`src/rtl/mult_pkg.sv`:
```
// Shared definitions for the sequential shift-and-add multiplier.
package mult_pkg;

    // Default operand width (also the number of add/shift iterations).
    localparam int MULT_N = 4;

    // Control FSM states.
    typedef enum logic [2:0] {
        IDLE  = 3'd0,
        LOAD  = 3'd1,
        ADD   = 3'd2,
        SHIFT = 3'd3,
        DONE  = 3'd4
    } mult_state_e;

endpackage

```
`src/rtl/shift_add_ctrl_iter_counter.sv`:
```
// Iteration counter for the multiplier control FSM: synchronous clear,
// increment enable and a flag that marks the last iteration (count == N-1).
module iter_counter
    import mult_pkg::*;
#(
    parameter int N = MULT_N
)
(
    input  logic clk,
    input  logic rst,
    input  logic cnt_clr,
    input  logic cnt_inc,
    output logic cnt_last
);

    localparam int CW = $clog2(N + 1);

    logic [CW-1:0] count_r;

    // Iteration count: clear has priority over increment.
    always_ff @(posedge clk or posedge rst) begin
        if (rst) begin
            count_r <= {CW{1'b0}};
        end else if (cnt_clr) begin
            count_r <= {CW{1'b0}};
        end else if (cnt_inc) begin
            count_r <= count_r + CW'(1);
        end else begin
            count_r <= count_r;
        end
    end

    assign cnt_last = (count_r == CW'(N - 1));

endmodule

```
`src/rtl/shift_add_ctrl.sv`:
```
// Control FSM for the sequential shift-and-add multiplier. Drives the
// datapath strobes from a start/done handshake and the multiplier LSB.
module shift_add_ctrl
    import mult_pkg::*;
#(
    parameter int N = MULT_N
)
(
    input  logic clk,
    input  logic rst,
    input  logic start,
    input  logic b_lsb,
    output logic load_ab,
    output logic clr_p,
    output logic add_en,
    output logic load_p,
    output logic shift_en,
    output logic busy,
    output logic done
);

    mult_state_e state_r;
    mult_state_e state_nxt_s;

    logic cnt_clr_s;
    logic cnt_inc_s;
    logic cnt_last_s;

    iter_counter #(
        .N (N)
    ) u_iter_counter (
        .clk      (clk),
        .rst      (rst),
        .cnt_clr  (cnt_clr_s),
        .cnt_inc  (cnt_inc_s),
        .cnt_last (cnt_last_s)
    );

    // State register; reset aborts any operation without a done pulse.
    always_ff @(posedge clk or posedge rst) begin
        if (rst) begin
            state_r <= IDLE;
        end else begin
            state_r <= state_nxt_s;
        end
    end

    // Next-state and Moore output decode; only add_en/load_p in ADD follow b_lsb.
    always_comb begin
        state_nxt_s = state_r;
        load_ab     = 1'b0;
        clr_p       = 1'b0;
        add_en      = 1'b0;
        load_p      = 1'b0;
        shift_en    = 1'b0;
        busy        = 1'b0;
        done        = 1'b0;
        cnt_clr_s   = 1'b0;
        cnt_inc_s   = 1'b0;
        case (state_r)
            IDLE: begin
                if (start) begin
                    state_nxt_s = LOAD;
                end else begin
                    state_nxt_s = IDLE;
                end
            end
            LOAD: begin
                load_ab     = 1'b1;
                clr_p       = 1'b1;
                busy        = 1'b1;
                cnt_clr_s   = 1'b1;
                state_nxt_s = ADD;
            end
            ADD: begin
                busy        = 1'b1;
                add_en      = b_lsb;
                load_p      = b_lsb;
                state_nxt_s = SHIFT;
            end
            SHIFT: begin
                shift_en  = 1'b1;
                busy      = 1'b1;
                cnt_inc_s = 1'b1;
                if (cnt_last_s) begin
                    state_nxt_s = DONE;
                end else begin
                    state_nxt_s = ADD;
                end
            end
            DONE: begin
                done        = 1'b1;
                state_nxt_s = IDLE;
            end
            default: begin
                state_nxt_s = IDLE;
            end
        endcase
    end

endmodule

```
`config.mk`:
```
export PLATFORM = sky130hd
export DESIGN_NAME = shift_add_ctrl
export DESIGN_NICKNAME = d
export VERILOG_FILES = /design/src/rtl/mult_pkg.sv /design/src/rtl/shift_add_ctrl_iter_counter.sv /design/src/rtl/shift_add_ctrl.sv
export SDC_FILE = /design/constraint.sdc
export NUM_CORES = 1
export LEC_CHECK = 0
export ABC_AREA = 1
export CORE_AREA = 2 2 39 41
export DETAILED_ROUTE_END_ITERATION = 10
export DIE_AREA = 0 0 41 43
export GPL_TIMING_DRIVEN = 0
export SLEW_MARGIN = 5
export SYNTH_ARGS = -nofsm -noshare
export SYNTH_HDL_FRONTEND = slang
export SYNTH_SLANG_ARGS = --single-unit
```
`constraint.sdc`:
```
create_clock -name clk -period 2.6 [get_ports clk]
set_clock_uncertainty 0.15 [all_clocks]
set_input_delay 0.52 -clock clk [delete_from_list [all_inputs] [get_ports clk]]
set_output_delay 0.52 -clock clk [all_outputs]
set_load 0.01 [all_outputs]
```
Yosys cells after proc, flatten, opt, wreduce, memory -nomap -nowiden
Cells that the tools add are included.
{"block": "op_classes", "n_reduce_logical": 3, "add_sub_neg": 1, "mux": 10, "eq_ne": 5}
{"op": "3-bit one-hot mux with 4 select lines", "n": 1}
{"op": "3-bit by 2-bit == test with 1-bit output, second input constant", "n": 3}
{"op": "3-bit 2-to-1 mux", "n": 3}
{"op": "1-bit 2-to-1 mux", "n": 6}
{"op": "3-bit by 1-bit adder with 3-bit output, second input constant", "n": 1}
{"op": "3-bit by 1-bit == test with 1-bit output, second input constant", "n": 1}
{"op": "3-bit == test, second input constant", "n": 1}
{"op": "3-bit logical NOT", "n": 1}
{"op": "3-bit OR reduction", "n": 1}
{"op": "2-bit nonzero test", "n": 1}
{"block": "word_totals", "output_inout_bits": 7, "wordCells": 21, "ff_bits": 6, "in_bits": 4}

Depth between registers and ports, before layout
{"block": "logic_depth", "depth_word": 4, "depth_mapped": 5, "mapped_depth_nobuf": 5}

Hierarchy
A second synthesis with hierarchy kept.
{"block": "unflattened", "cells_unflattened": 43, "area_unflattened_um2": 330.3}
{"mod": "shift_add_ctrl", "area_per_inst_um2": 167.7, "seq_area_each_um2": 75.1, "instances": 1, "cells_per_inst": 23}
{"mod": "iter_counter", "area_per_inst_um2": 162.7, "seq_area_each_um2": 75.1, "instances": 1, "cells_per_inst": 20}

Least setup slack after synthesis
Ideal clock, no wire load.
{"block": "synth_timing", "kind": "register to output", "start": "reg state_r[2]", "end": "out load_ab", "n_path_buf": 1, "stages_incl_launch_ff": 5, "t_arrival_ns": 0.952, "setup_slack_ns": 0.978, "required_time_ns": 1.930, "path_cell_list": "dfrtp_1 -> inv_2 -> nand2_1 -> nor2_1 -> buf_4"}
{"block": "synth_between", "elab_chain_cells": 2}
{"item": "start, declared", "line_no": "shift_add_ctrl.sv:22", "rtl": "mult_state_e state_r;"}
{"item": "start signal, assigned", "line_no": "shift_add_ctrl.sv:44", "rtl": "state_r <= state_nxt_s;"}
{"item": "3-bit by 1-bit == test with 1-bit output"}
{"item": "1-bit 2-to-1 mux"}
{"item": "end, declared", "line_no": "shift_add_ctrl.sv:13", "rtl": "output logic load_ab,"}
Every way passes these cells.

Final worst setup path
{"block": "layout_timing", "start": "in b_lsb", "end": "out load_p"}
{"block": "layout_between", "elab_chain_cells": 1}
{"item": "start, declared", "line_no": "shift_add_ctrl.sv:12", "rtl": "input logic b_lsb,"}
{"item": "1-bit 2-to-1 mux", "line_no": "shift_add_ctrl.sv:60", "rtl": "case (state_r)"}
{"item": "end, declared", "line_no": "shift_add_ctrl.sv:16", "rtl": "output logic load_p,"}
Every way passes these cells.

==> results.py <==
metrics = {
    "die": {
        "initial_core_util_pct": 23.69,
        "core_mm2": 0.001384,
        "die_area_mm2": 0.001763,
        "dieWidth_um": 41,
        "row_count": 14,
        "die_y_um": 43,
        "ios": 11,
    },
    "detailed_routing": {
        "vias_per_cell": 3.819,
        "routedWlPerCell_um": 7.861,
        "drc_errors": 0,
        "drtPass1Iterations": 4,
        "routed-via-count": 275,
        "ant_nets": 0,
        "drtIter0Drc": 2,
        "wl_um": 566,
    },
    "placed_design": {
        "numPortBuffers": 10,
        "dp_slack_ns": 0.1332,
        "dp_hpwl_um": 443.2,
        "gp_congestion": 0.6410,
        "dpl-instance-area_um2": 447.9,
    },
    "final_layout": {
        "fillers": 158,
        "finalNetCount": 64,
        "post-route-util_pct": 34.00,
        "drive_above_1_share_pct": 14.29,
        "mostFrequentLayoutCell": "nand2_1",
        "syn2layout_area_growth_pct": 43.51,
        "antenna_cells": 0,
        "stdcell_area_um2": 470.5,
        "multi_input_area_um2": 125.1,
        "seq_area_um2": 150.1,
        "layout_common_cells": "nand2_1, clkdlybuf4s50_1, inv_1",
    },
    "sta": {
        "worstMarginPinSlew_ns": 0.2347,
        "hold_viol": 0,
        "finalCriticalPeriod_ns": 2.460,
        "timing.setup.tns_ns": 0,
        "timing.final.crit_share_pct": 94.63,
        "fmax_ghz": 0.4064,
        "drv_slew": 0,
        "setup_ws_ns": 0.1396,
        "finalSetupViolCount": 0,
        "rsz0062_at_grt": "false",
        "slew_headroom_pct": 84.34,
    },
    "global_routing": {
        "grt_remaining_overflow": 0,
        "antenna_found_initial": 0,
        "grt_pass1_vias": 251,
        "grt_pass1_wl_um": 986,
        "grt_max_degree": 7,
        "grtUsageTotal_pct": 8.815,
    },
    "logic_synthesis": {
        "ys_seq_area_share_pct": 45.80,
        "synth_cell_types": 11,
        "synth_seq_cells": 6,
        "synthCells": 43,
        "synth_fp_nets": 49,
        "synth_area_um2": 327.8,
        "syn_avg_cell_area_um2": 7.624,
        "ys_warn_count": 0,
    },
    "clocking": {
        "clk_latency_ns": 0.24,
        "cts_hold_buffers": 0,
        "cts.sinks": 6,
        "cts.repair.resized": 0,
        "cts_buffers": 3,
        "cts_tree": "yes",
        "cts_setup_buffers": 0,
        "htreeDepth": 1,
        "clockBufferDepth": 2,
        "path_clk_slew_ns": 0.04,
        "root_buffer": "clkbuf_4",
    },
    "pwr": {
        "ir_drop_mv": 0.4017,
        "total_power_uw": 503.4,
        "cellPowerDensity_mw_per_mm2": 1070,
        "p_leak_uw": 0.0002546,
    },
    "critical_path": {
        "worstReg2RegStart": "u_iter_counter.count_r[0]",
        "endpoint": "load_p",
        "reg2reg_to": "u_iter_counter.count_r[2]",
        "cp_data_required_time_ns": 1.93,
        "end_kind": "output pin",
        "r2r_cells": 5,
        "crit_path_start": "b_lsb",
        "critPathMaxFanout": 2,
        "startpoint_type": "input port",
        "criticalPathCategory": "input port to output pin",
        "ff2ff_setup_slack_ns": 1.35,
        "arrival_ns": 1.79,
    },
    "worst_hold_path": {
        "hp-start": "u_iter_counter.count_r[2]",
        "hold_class": "flip-flop to flip-flop",
    },
    "status": {
        "outcome": "complete, no violations",
    },
    "flow_run": {
        "maxCapViolCount": 0,
    },
}
-- flip-flops by register name, summed over array words and instances, names as in the netlist --
name,flops
u_iter_counter.count_r,3
state_r,3
-- power by group --
group	internal [µW]	leakage [µW]	switching (µW)
Combinational	126	0.000168	132
Sequential	132	0.0000726	28.1
Clock	52.1	0.0000138	32.5
Total	310	0.000255	193
-- worst min path at each step --
stage                                      endpoint  slack (ns)  cells after the start
final                     u_iter_counter.count_r[2]        0.32                      2
after global routing      u_iter_counter.count_r[2]        0.34                      2
after CTS                 u_iter_counter.count_r[2]        0.33                      2
after detailed placement  u_iter_counter.count_r[2]        0.32                      2
after global placement    u_iter_counter.count_r[2]        0.31                      2
after floorplan                          state_r[0]        0.16                      1
-- worst max-delay path, stage by stage --
cell and delay (ns):
clkdlybuf4s50_1 0.46, inv_1 0.04, nor2_1 0.13, buf_4 0.12
clkdlybuf4s50_1 0.52
-- cells in the mapped netlist --
| library cell | instances | area share [%] |
|---|---|---|
| dfrtp_1 | 6 | 46 |
| nand2_2 | 1 | 1.9 |
| inv_1 | 9 | 10 |
| nor2_1 | 5 | 5.7 |
| ha_1 | 2 | 7.6 |
| nor2_4 | 1 | 3.4 |
| nand3_1 | 2 | 3.1 |
| inv_2 | 1 | 1.1 |
| buf_4 | 2 | 4.6 |
| nand2_1 | 13 | 15 |
| nor3_1 | 1 | 1.5 |
-- cell type report --
type / count / area share [%]
Sequential cell: 6 / 31.91
Multi-Input combinational cell: 25 / 26.60
Timing Repair Buffer: 10 / 21.28
Inverter: 10 / 7.979
Clock buffer: 3 / 4.787
Tap cell: 16 / 4.255
Buffer: 2 / 3.191
-- per-stage QoR --
stage	hold WS, ns	std cells
after floorplan	0.1610	43
after global placement	0.3134	69
after detailed placement	0.3154	69
after CTS	0.3281	72
after global routing	0.3422	72
final	0.3225	72
-- per-layer routing --
metal | vias up | part of all wire, % | global-route usage (%)
met5 | - | 0 | 0
li1 | 151 | - | -
met3 | 0 | 14 | 3.141
met1 | 111 | 48 | 12.58
met2 | 13 | 38 | 10.63
met4 | 0 | 0 | 6.000
-- kinds of logic (layout without fill, tap and decap cells) --
family	after synthesis	count (layout)	share of synthesized area [%]
buf+inv	12	25	16.03
simple gates	23	23	30.54
fa+ha+maj	2	2	7.632
flops	6	6	45.80
No activity file was read; power rests on OpenSTA's default activity.
